[config.mk]
export PLATFORM = sky130hd
export DESIGN_NAME = uart_periph
export DESIGN_NICKNAME = d
export VERILOG_FILES = /design/src/rtl/uart_periph.sv
export SDC_FILE = /design/constraint.sdc
export NUM_CORES = 1
export LEC_CHECK = 0
export BUFFER_PORTS_ARGS = -buffer_cell sky130_fd_sc_hd__buf_2
export CORE_ASPECT_RATIO = 2
export CORE_MARGIN = 8
export CORE_UTILIZATION = 50
export CTS_CLUSTER_SIZE = 16
export DETAILED_ROUTE_END_ITERATION = 16
export HOLD_SLACK_MARGIN = 0.12
export PLACE_DENSITY = 0.83
export SLEW_MARGIN = 20
export SYNTH_ARGS = -nofsm -noshare
export SYNTH_HDL_FRONTEND = slang
export SYNTH_SLANG_ARGS = --single-unit
[constraint.sdc]
create_clock -name clk -period 5.15 [get_ports clk]
set_input_delay 0.2575 -clock clk [delete_from_list [all_inputs] [get_ports clk]]
set_output_delay 0.2575 -clock clk [all_outputs]
set_load 0.05 [all_outputs]
[src/rtl/uart_periph.sv]
// UART peripheral: bus-mapped TXD/RXD/CON registers with independent 8N1 TX and RX engines.
// Build option: define UART_IRQ_EN to enable CON[1:0] interrupt enables and the registered irqout.
module uart_periph #(
    parameter int CLKS_PER_BIT = 10417
) (
    input  logic        clk,
    input  logic        reset,
    input  logic        rd,
    input  logic        wr,
    input  logic [31:0] addr,
    input  logic [31:0] wdata,
    output logic [31:0] rdata,
    input  logic        UART_RX,
    output logic        UART_TX,
    output logic        irqout
);

    localparam logic [31:0] TXD_ADDR  = 32'h4000_0018;
    localparam logic [31:0] RXD_ADDR  = 32'h4000_001C;
    localparam logic [31:0] CON_ADDR  = 32'h4000_0020;
    localparam logic [15:0] BIT_LAST  = 16'(CLKS_PER_BIT - 1);
    localparam logic [15:0] HALF_LAST = 16'((CLKS_PER_BIT / 2) - 1);

    typedef enum logic [1:0] {
        ST_IDLE  = 2'd0,
        ST_START = 2'd1,
        ST_DATA  = 2'd2,
        ST_STOP  = 2'd3
    } state_t;

    state_t      tx_state_r, tx_state_s;
    logic [15:0] tx_cnt_r, tx_cnt_s;
    logic [2:0]  tx_bit_r, tx_bit_s;
    logic [7:0]  tx_shift_r, tx_shift_s;
    logic        tx_line_r, tx_line_s;
    logic        tx_end_s;
    logic [7:0]  txd_r;
    logic        tx_done_r;

    logic        rx_meta_r, rx_sync_r, rx_prev_r;
    state_t      rx_state_r, rx_state_s;
    logic [15:0] rx_cnt_r, rx_cnt_s;
    logic [2:0]  rx_bit_r, rx_bit_s;
    logic [7:0]  rx_shift_r, rx_shift_s;
    logic        rx_deliver_s;
    logic [7:0]  rxd_r;
    logic        rx_valid_r;
    logic        rx_overrun_r;

    logic        txd_wr_s, con_wr_s, con_rd_s, rxd_rd_s;
    logic        tx_start_s, tx_busy_s;
    logic [1:0]  ie_s;
    logic [5:0]  con_s;
    logic        unused_s;

    assign txd_wr_s   = wr && (addr == TXD_ADDR);
    assign con_wr_s   = wr && (addr == CON_ADDR);
    assign con_rd_s   = rd && (addr == CON_ADDR);
    assign rxd_rd_s   = rd && (addr == RXD_ADDR);
    assign tx_busy_s  = (tx_state_r != ST_IDLE);
    assign tx_start_s = txd_wr_s && !tx_busy_s;
    assign con_s      = {rx_overrun_r, tx_busy_s, rx_valid_r, tx_done_r, ie_s};
    assign UART_TX    = tx_line_r;
    assign unused_s   = ^wdata[31:8];

    // Combinational read mux; unmapped addresses and idle cycles return zero.
    always_comb begin
        rdata = 32'h0000_0000;
        if (rd) begin
            case (addr)
                TXD_ADDR: rdata = {24'h00_0000, txd_r};
                RXD_ADDR: rdata = {24'h00_0000, rxd_r};
                CON_ADDR: rdata = {26'h000_0000, con_s};
                default:  rdata = 32'h0000_0000;
            endcase
        end else begin
            rdata = 32'h0000_0000;
        end
    end

    // TX next-state: the line value is computed one cycle ahead so UART_TX leaves a flop.
    always_comb begin
        tx_state_s = tx_state_r;
        tx_cnt_s   = tx_cnt_r;
        tx_bit_s   = tx_bit_r;
        tx_shift_s = tx_shift_r;
        tx_line_s  = tx_line_r;
        tx_end_s   = 1'b0;
        case (tx_state_r)
            ST_IDLE: begin
                tx_cnt_s  = 16'd0;
                tx_bit_s  = 3'd0;
                tx_line_s = 1'b1;
                if (tx_start_s) begin
                    tx_state_s = ST_START;
                    tx_shift_s = wdata[7:0];
                    tx_line_s  = 1'b0;
                end else begin
                    tx_state_s = ST_IDLE;
                end
            end
            ST_START: begin
                if (tx_cnt_r == BIT_LAST) begin
                    tx_cnt_s   = 16'd0;
                    tx_state_s = ST_DATA;
                    tx_line_s  = tx_shift_r[0];
                end else begin
                    tx_cnt_s = tx_cnt_r + 16'd1;
                end
            end
            ST_DATA: begin
                if (tx_cnt_r == BIT_LAST) begin
                    tx_cnt_s = 16'd0;
                    if (tx_bit_r == 3'd7) begin
                        tx_bit_s   = 3'd0;
                        tx_state_s = ST_STOP;
                        tx_line_s  = 1'b1;
                    end else begin
                        tx_bit_s   = tx_bit_r + 3'd1;
                        tx_shift_s = {1'b0, tx_shift_r[7:1]};
                        tx_line_s  = tx_shift_r[1];
                    end
                end else begin
                    tx_cnt_s = tx_cnt_r + 16'd1;
                end
            end
            ST_STOP: begin
                if (tx_cnt_r == BIT_LAST) begin
                    tx_cnt_s   = 16'd0;
                    tx_state_s = ST_IDLE;
                    tx_line_s  = 1'b1;
                    tx_end_s   = 1'b1;
                end else begin
                    tx_cnt_s = tx_cnt_r + 16'd1;
                end
            end
            default: begin
                tx_state_s = ST_IDLE;
                tx_cnt_s   = 16'd0;
                tx_bit_s   = 3'd0;
                tx_line_s  = 1'b1;
            end
        endcase
    end

    // TX state register.
    always_ff @(posedge clk or negedge reset) begin
        if (!reset) begin
            tx_state_r <= ST_IDLE;
            tx_cnt_r   <= 16'd0;
            tx_bit_r   <= 3'd0;
            tx_shift_r <= 8'h00;
            tx_line_r  <= 1'b1;
        end else begin
            tx_state_r <= tx_state_s;
            tx_cnt_r   <= tx_cnt_s;
            tx_bit_r   <= tx_bit_s;
            tx_shift_r <= tx_shift_s;
            tx_line_r  <= tx_line_s;
        end
    end

    // Two-flop synchronizer plus one history flop for falling-edge detection.
    always_ff @(posedge clk or negedge reset) begin
        if (!reset) begin
            rx_meta_r <= 1'b1;
            rx_sync_r <= 1'b1;
            rx_prev_r <= 1'b1;
        end else begin
            rx_meta_r <= UART_RX;
            rx_sync_r <= rx_meta_r;
            rx_prev_r <= rx_sync_r;
        end
    end

    // RX next-state: mid-bit sampling; a start bit that is high at its midpoint is a glitch.
    always_comb begin
        rx_state_s   = rx_state_r;
        rx_cnt_s     = rx_cnt_r;
        rx_bit_s     = rx_bit_r;
        rx_shift_s   = rx_shift_r;
        rx_deliver_s = 1'b0;
        case (rx_state_r)
            ST_IDLE: begin
                rx_cnt_s = 16'd0;
                rx_bit_s = 3'd0;
                if (rx_prev_r && !rx_sync_r) begin
                    rx_state_s = ST_START;
                end else begin
                    rx_state_s = ST_IDLE;
                end
            end
            ST_START: begin
                if (rx_cnt_r == HALF_LAST) begin
                    rx_cnt_s = 16'd0;
                    if (rx_sync_r) begin
                        rx_state_s = ST_IDLE;
                    end else begin
                        rx_state_s = ST_DATA;
                    end
                end else begin
                    rx_cnt_s = rx_cnt_r + 16'd1;
                end
            end
            ST_DATA: begin
                if (rx_cnt_r == BIT_LAST) begin
                    rx_cnt_s   = 16'd0;
                    rx_shift_s = {rx_sync_r, rx_shift_r[7:1]};
                    if (rx_bit_r == 3'd7) begin
                        rx_bit_s   = 3'd0;
                        rx_state_s = ST_STOP;
                    end else begin
                        rx_bit_s = rx_bit_r + 3'd1;
                    end
                end else begin
                    rx_cnt_s = rx_cnt_r + 16'd1;
                end
            end
            ST_STOP: begin
                if (rx_cnt_r == BIT_LAST) begin
                    rx_cnt_s     = 16'd0;
                    rx_state_s   = ST_IDLE;
                    rx_deliver_s = rx_sync_r;
                end else begin
                    rx_cnt_s = rx_cnt_r + 16'd1;
                end
            end
            default: begin
                rx_state_s = ST_IDLE;
                rx_cnt_s   = 16'd0;
                rx_bit_s   = 3'd0;
            end
        endcase
    end

    // RX state register.
    always_ff @(posedge clk or negedge reset) begin
        if (!reset) begin
            rx_state_r <= ST_IDLE;
            rx_cnt_r   <= 16'd0;
            rx_bit_r   <= 3'd0;
            rx_shift_r <= 8'h00;
        end else begin
            rx_state_r <= rx_state_s;
            rx_cnt_r   <= rx_cnt_s;
            rx_bit_r   <= rx_bit_s;
            rx_shift_r <= rx_shift_s;
        end
    end

    // Data registers and status flags; a set event always beats a read-clear in the same cycle.
    always_ff @(posedge clk or negedge reset) begin
        if (!reset) begin
            txd_r        <= 8'h00;
            rxd_r        <= 8'h00;
            tx_done_r    <= 1'b0;
            rx_valid_r   <= 1'b0;
            rx_overrun_r <= 1'b0;
        end else begin
            if (txd_wr_s) begin
                txd_r <= wdata[7:0];
            end else begin
                txd_r <= txd_r;
            end
            if (rx_deliver_s) begin
                rxd_r <= rx_shift_r;
            end else begin
                rxd_r <= rxd_r;
            end
            if (tx_end_s) begin
                tx_done_r <= 1'b1;
            end else if (con_rd_s) begin
                tx_done_r <= 1'b0;
            end else begin
                tx_done_r <= tx_done_r;
            end
            if (rx_deliver_s) begin
                rx_valid_r <= 1'b1;
            end else if (rxd_rd_s) begin
                rx_valid_r <= 1'b0;
            end else begin
                rx_valid_r <= rx_valid_r;
            end
            if (rx_deliver_s && rx_valid_r) begin
                rx_overrun_r <= 1'b1;
            end else if (con_rd_s) begin
                rx_overrun_r <= 1'b0;
            end else begin
                rx_overrun_r <= rx_overrun_r;
            end
        end
    end

`ifdef UART_IRQ_EN
    logic [1:0] ie_r;
    logic       irq_r;

    assign ie_s   = ie_r;
    assign irqout = irq_r;

    // Interrupt enables and the registered level interrupt.
    always_ff @(posedge clk or negedge reset) begin
        if (!reset) begin
            ie_r  <= 2'b00;
            irq_r <= 1'b0;
        end else begin
            if (con_wr_s) begin
                ie_r <= wdata[1:0];
            end else begin
                ie_r <= ie_r;
            end
            irq_r <= (ie_r[0] & tx_done_r) | (ie_r[1] & rx_valid_r);
        end
    end
`else
    logic unused_con_wr_s;

    assign ie_s            = 2'b00;
    assign irqout          = 1'b0;
    assign unused_con_wr_s = con_wr_s;
`endif

endmodule
# Word level (Yosys, flattened, before mapping)
# Index checks and enable logic that the tools add are counted.
# op_classes
add_sub_neg	4
n_eq_ne	24
n_mux	45
reduce_logical	25
# ops
operator	count
$eq 32x31->1 const B	3
$mux 16	3
$pmux 16 s3	1
$add 16x1->16 const B	2
$eq 16x14->1 const B	2
$mux 8	4
$pmux 16 s2	1
$pmux 8 s3	1
$ne 2x2->1 const B	10
$mux 2	9
$eq 16x13->1 const B	1
$mux 1	16
$pmux 2 s4	2
$pmux 8 s2	1
$mux 3	4
$pmux 3 s2	2
$reduce_and 4->1	3
$reduce_bool 2->1	6
$eq 2x2->1 const B	4
$add 3x1->3 const B	2
$eq 3x3->1 const B	2
$logic_and 1x1->1	6
$reduce_and 2->1	3
$eq 2x1->1 const B	2
other kinds (6)	8
# totals
register_bits	81
input_bits	69
out_inout_bits	34
elab_cells	115

# Longest topological paths before layout
# logic_depth
word_depth	5
mapped_depth	7
mapped_depth_nobuf	7

# Least setup slack after synthesis
# No wires, ideal clock.
# synth_timing
path_type	input-to-output
from	in addr[13]
to	out rdata[2]
arrival_time_ns	2.411
required_ns	4.893
path_slack_ns	2.482
path_stages	5
path_buffers	1
cell_sequence	nor4b_1 > nand4_1 > or3_1 > clkbuf_1 > a211oi_1
# synth_via
elab_chain_cells	3
word_cells_on_any_way	5
cone_classes	eq/ne: 3; mux: 2
# synth_rtl
item	line_no	text
start, declared	10	input logic [31:0] addr,
$eq 32x31->1	70	case (addr)
$pmux 8 s3 (*)	70	
$mux 8 (*)	69	if (rd) begin
end, declared	12	output logic [31:0] rdata,
# Every way passes the cells marked *; elsewhere a longest branch is shown, timed or not.

# Final worst setup path
# layout_timing
from	reg tx_state_r[0]
to	reg tx_shift_r[1]
# layout_via
elab_chain_cells	5
word_cells_on_any_way	11
cone_classes	eq/ne: 4; mux: 1; reduce/logical: 6
# layout_rtl
item	line_no	text
start, declared	31	state_t tx_state_r, tx_state_s;
start signal, assigned	155	tx_state_r <= tx_state_s;
$reduce_bool 2->1	60	assign tx_busy_s = (tx_state_r != ST_IDLE);
$logic_not 1->1	61	assign tx_start_s = txd_wr_s && !tx_busy_s;
$logic_and 1x1->1	61	
$ne 2x2->1 (no source line)	n/a	
$reduce_and 4->1 (no source line)	n/a	
end signal, assigned	158	tx_shift_r <= tx_shift_s;
end, declared	34	logic [7:0] tx_shift_r, tx_shift_s;
# Several ways; a longest one is shown, not always the timed one.
# A chain may end at the register's enable or synchronous reset.

==> metrics.yaml <==
logic_synthesis:
  ys_types: 48
  syn_area_sq_um: 4340
  synth.top_cells.by_area: "dfrtp_1 44%, mux2_2 11%, buf_4 4.5%"
  yosys_warnings: 0
  netlist_instances: 408
  avgSynthCellArea_sq_um: 10.6
  post-synth-top-area-cell: "dfrtp_1"
  synth_enable_flop_cells: 0
  yosysSeqAreaShare: 0.468
  synth-seq-cells: 81
  synthFlopType: "dfrtp_1"
  async_flop_share: 1.00
  synthDominantCellAreaShare: 0.444
sta:
  rsz0062_at_grt: "no"
  max_slew_margin: 0.520
  fmax_mhz: 406
  finalSetupViolCount: 0
  drv_slew: 0
  tightestPinTransition_ns: 0.710
  fin_crit_sh: 0.478
  skew_ns: 0.00660
  period_needed_ns: 2.46
  finalHoldViolations: 0
  setup_tns_ns: 0
worst_hold_path:
  hold_depth: 2
  worstHoldStart: "wdata[6]"
  min_to: "txd_r[6]"
  holdCritPathClass: "in -> reg"
clocking:
  cts_resized: 0
  cts_hold_buf: 1
  cts_tree: "done"
  clk_path_buf_depth: 2
  post-cts-setup-buffers: 0
  clock_latency_ns: 0.34
  clk_pin_slew_ns: 0.06
  cts.htree.levels: 3
  cts_inserted_buffers: 9
  root_buffer: "clkbuf_16"
  cts_num_sinks: 81
floorplan:
  die_area_sq_um: 12100
  die_h_um: 148
  io_pins: 103
  core-area_sq_um: 8530
  fp-row-count: 48
  start_util: 0.509
  die_w_um: 81.9
detailed_routing:
  wirelength_um: 9570
  first_pass_iters: 4
  wire_per_inst_um: 16.9
  drc: 0
  ant_nets: 0
  num_vias: 3160
  viasPerCell: 5.57
  drt_iter0_markers: 196
worst_setup_path:
  regToRegStartpoint: "tx_state_r[0]"
  r2r_cells: 6
  critPathKind: "reg -> reg"
  r2r-end: "tx_shift_r[1]"
  cp-end-kind: "flop"
  r2r_slack_ns: 2.69
  cp_data_required_time_ns: 5.37
  cp.arrival_ns: 2.68
  start_kind: "flop"
  path_max_fanout: 19
run_status:
  outcome: "complete, no violations"
placed_design:
  place.gp.congestion: 0.797
  place_area_sq_um: 4590
  port_buffers: 53
  dp_hpwl_um: 7180
power_and_ir_drop:
  power_frac_comb: 0.111
  pwr-share-clk: 0.422
  vdd_drop_max_v: 0.000250
  pwr-share-seq: 0.466
  powerDensity_nw_per_um2: 310
  p_sw_frac: 0.273
  switchingPower_mw: 0.416
  p_leak_nw: 2.32
  p_int_mw: 1.11
final_layout:
  drive_above_1_share: 0.274
  fin_area_sq_um: 4920
  multi_input_area_sq_um: 2090
  fin_nets: 544
  diodes: 0
  fill_cells: 710
  syn2layout_area_growth_pct: 13.4
  utilization: 0.577
  seq_area_sq_um: 2030
global_route:
  grt_use_total: 0.167
  grt_pass1_wl_um: 15700
  antenna_found_initial: 0
  grt_pass1_vias: 3364
  grt_overflow: 0
  grt_start_max_net_pins: 82
flow_run:
  drv_cap: 0
==> state kept, by name, summed over array words and instances, names as in the netlist, named ones only <==
| register | count |
|---|---|
| rx_state_r | 1 |
| tx_state_r | 2 |
| tx_cnt_r | 16 |
| UART_TX | 1 |
| rxd_r | 8 |
| rx_sync_r | 1 |
| rx_valid_r | 1 |
| rx_prev_r | 1 |
| rx_bit_r | 3 |
| rx_shift_r | 8 |
| rx_cnt_r | 16 |
| tx_shift_r | 8 |
| txd_r | 8 |
| tx_done_r | 1 |
| rx_meta_r | 1 |
| tx_bit_r | 3 |
| rx_overrun_r | 1 |
==> cells in the final DEF, fill, tap and decap left out, types with 13 or more instances in the layout <==
| cell type | n |
|---|---|
| buf_2 | 52 |
| conb_1 | 25 |
| dfrtp_1 | 77 |
| ha_1 | 13 |
| inv_1 | 18 |
| mux2_2 | 42 |
| nand2_1 | 22 |
| nor2_1 | 43 |
| o21ai_0 | 15 |
| xnor2_1 | 13 |
| xor2_1 | 13 |
==> power by group through the flow <==
stage	Clock [mW]	Sequential, mW	Combinational [mW]
after floorplan	0	0.700	0.156
after global placement	0	0.720	0.164
after detailed placement	0	0.723	0.168
after CTS	0.655	0.711	0.170
after global routing	0.683	0.718	0.190
final	0.644	0.711	0.170
==> worst max path at each step <==
stage                   from            end  cells past startpoint
3_3_place_gp        addr[14]       rdata[3]                      6
5_1_grt        tx_state_r[0]  tx_shift_r[1]                      6
6_report       tx_state_r[0]  tx_shift_r[1]                      6
4_1_cts        tx_state_r[0]  tx_shift_r[1]                      6
3_5_place_dp   tx_state_r[0]  tx_shift_r[3]                      6
2_1_floorplan       addr[13]       rdata[2]                      5
==> final cells by class <==
cell class / instances / area share
timing repair buffer: 56 / 0.0608
clock inverter: 6 / 0.0137
multi-input combinational: 296 / 0.425
sequential: 81 / 0.413
clock buffer: 10 / 0.0486
inverter: 18 / 0.0137
tap: 100 / 0.0254
==> critical path, stage by stage (launching register included) <==
cell and delay, ns:
dfrtp_1 0.41, inv_1 0.14, ha_1 0.63, nor2_1 0.18
a21oi_1 0.31, nand4_2 0.31, mux2_2 0.36
==> cell usage after synthesis, types with 2 or more instances <==
master and n:
a21oi_1 8, a22o_1 3, nor2_1 43, nand3b_1 5
buf_4 26, and3_1 2, inv_1 18, a211oi_1 5
xor2_1 13, xnor2_1 13, nor3_1 11, nor4b_1 5
a31o_2 3, nor4_1 9, nand4_1 5, nand2_1 22
clkbuf_1 8, mux2_2 42, nand3_1 11, nor2b_1 4
o21ai_0 15, nor4bb_1 2, buf_2 2, dfstp_2 4
ha_1 13, and4_1 2, nand4_2 3, or3_1 6
dfrtp_1 77, mux2i_1 10
==> metal layers <==
metal | track usage | part of all wire
met5 | 0 | 0
met4 | 0.0947 | 0.044
met3 | 0.0383 | 0.058
met2 | 0.300 | 0.55
met1 | 0.164 | 0.35
==> through the flow <==
stage          setup WS [ns]  instances  power, mW  hold WS (ns)
3_3_place_gp            2.79        549      0.884         0.348
3_5_place_dp            2.77        549      0.891         0.348
5_1_grt                 2.49        567       1.59         0.166
6_report                2.69        567       1.52         0.169
2_1_floorplan           2.48        432      0.856       -0.0381
4_1_cts                 2.72        566       1.54         0.122
==> cell families (layout without fill, tap and decap cells) <==
group,after synthesis,in the layout,share of synthesized area
multiplexers,52,52,0.132
adder cells (fa/ha/maj),13,13,0.0375
XOR/XNOR,26,26,0.0525
AO/OA/AOI/OAI,42,42,0.0640
other,1,25,0.000864
buffers and inverters,55,90,0.0707
flip-flops,81,81,0.468
AND/OR/NAND/NOR,138,138,0.174
(Power assumes the default switching activity.)
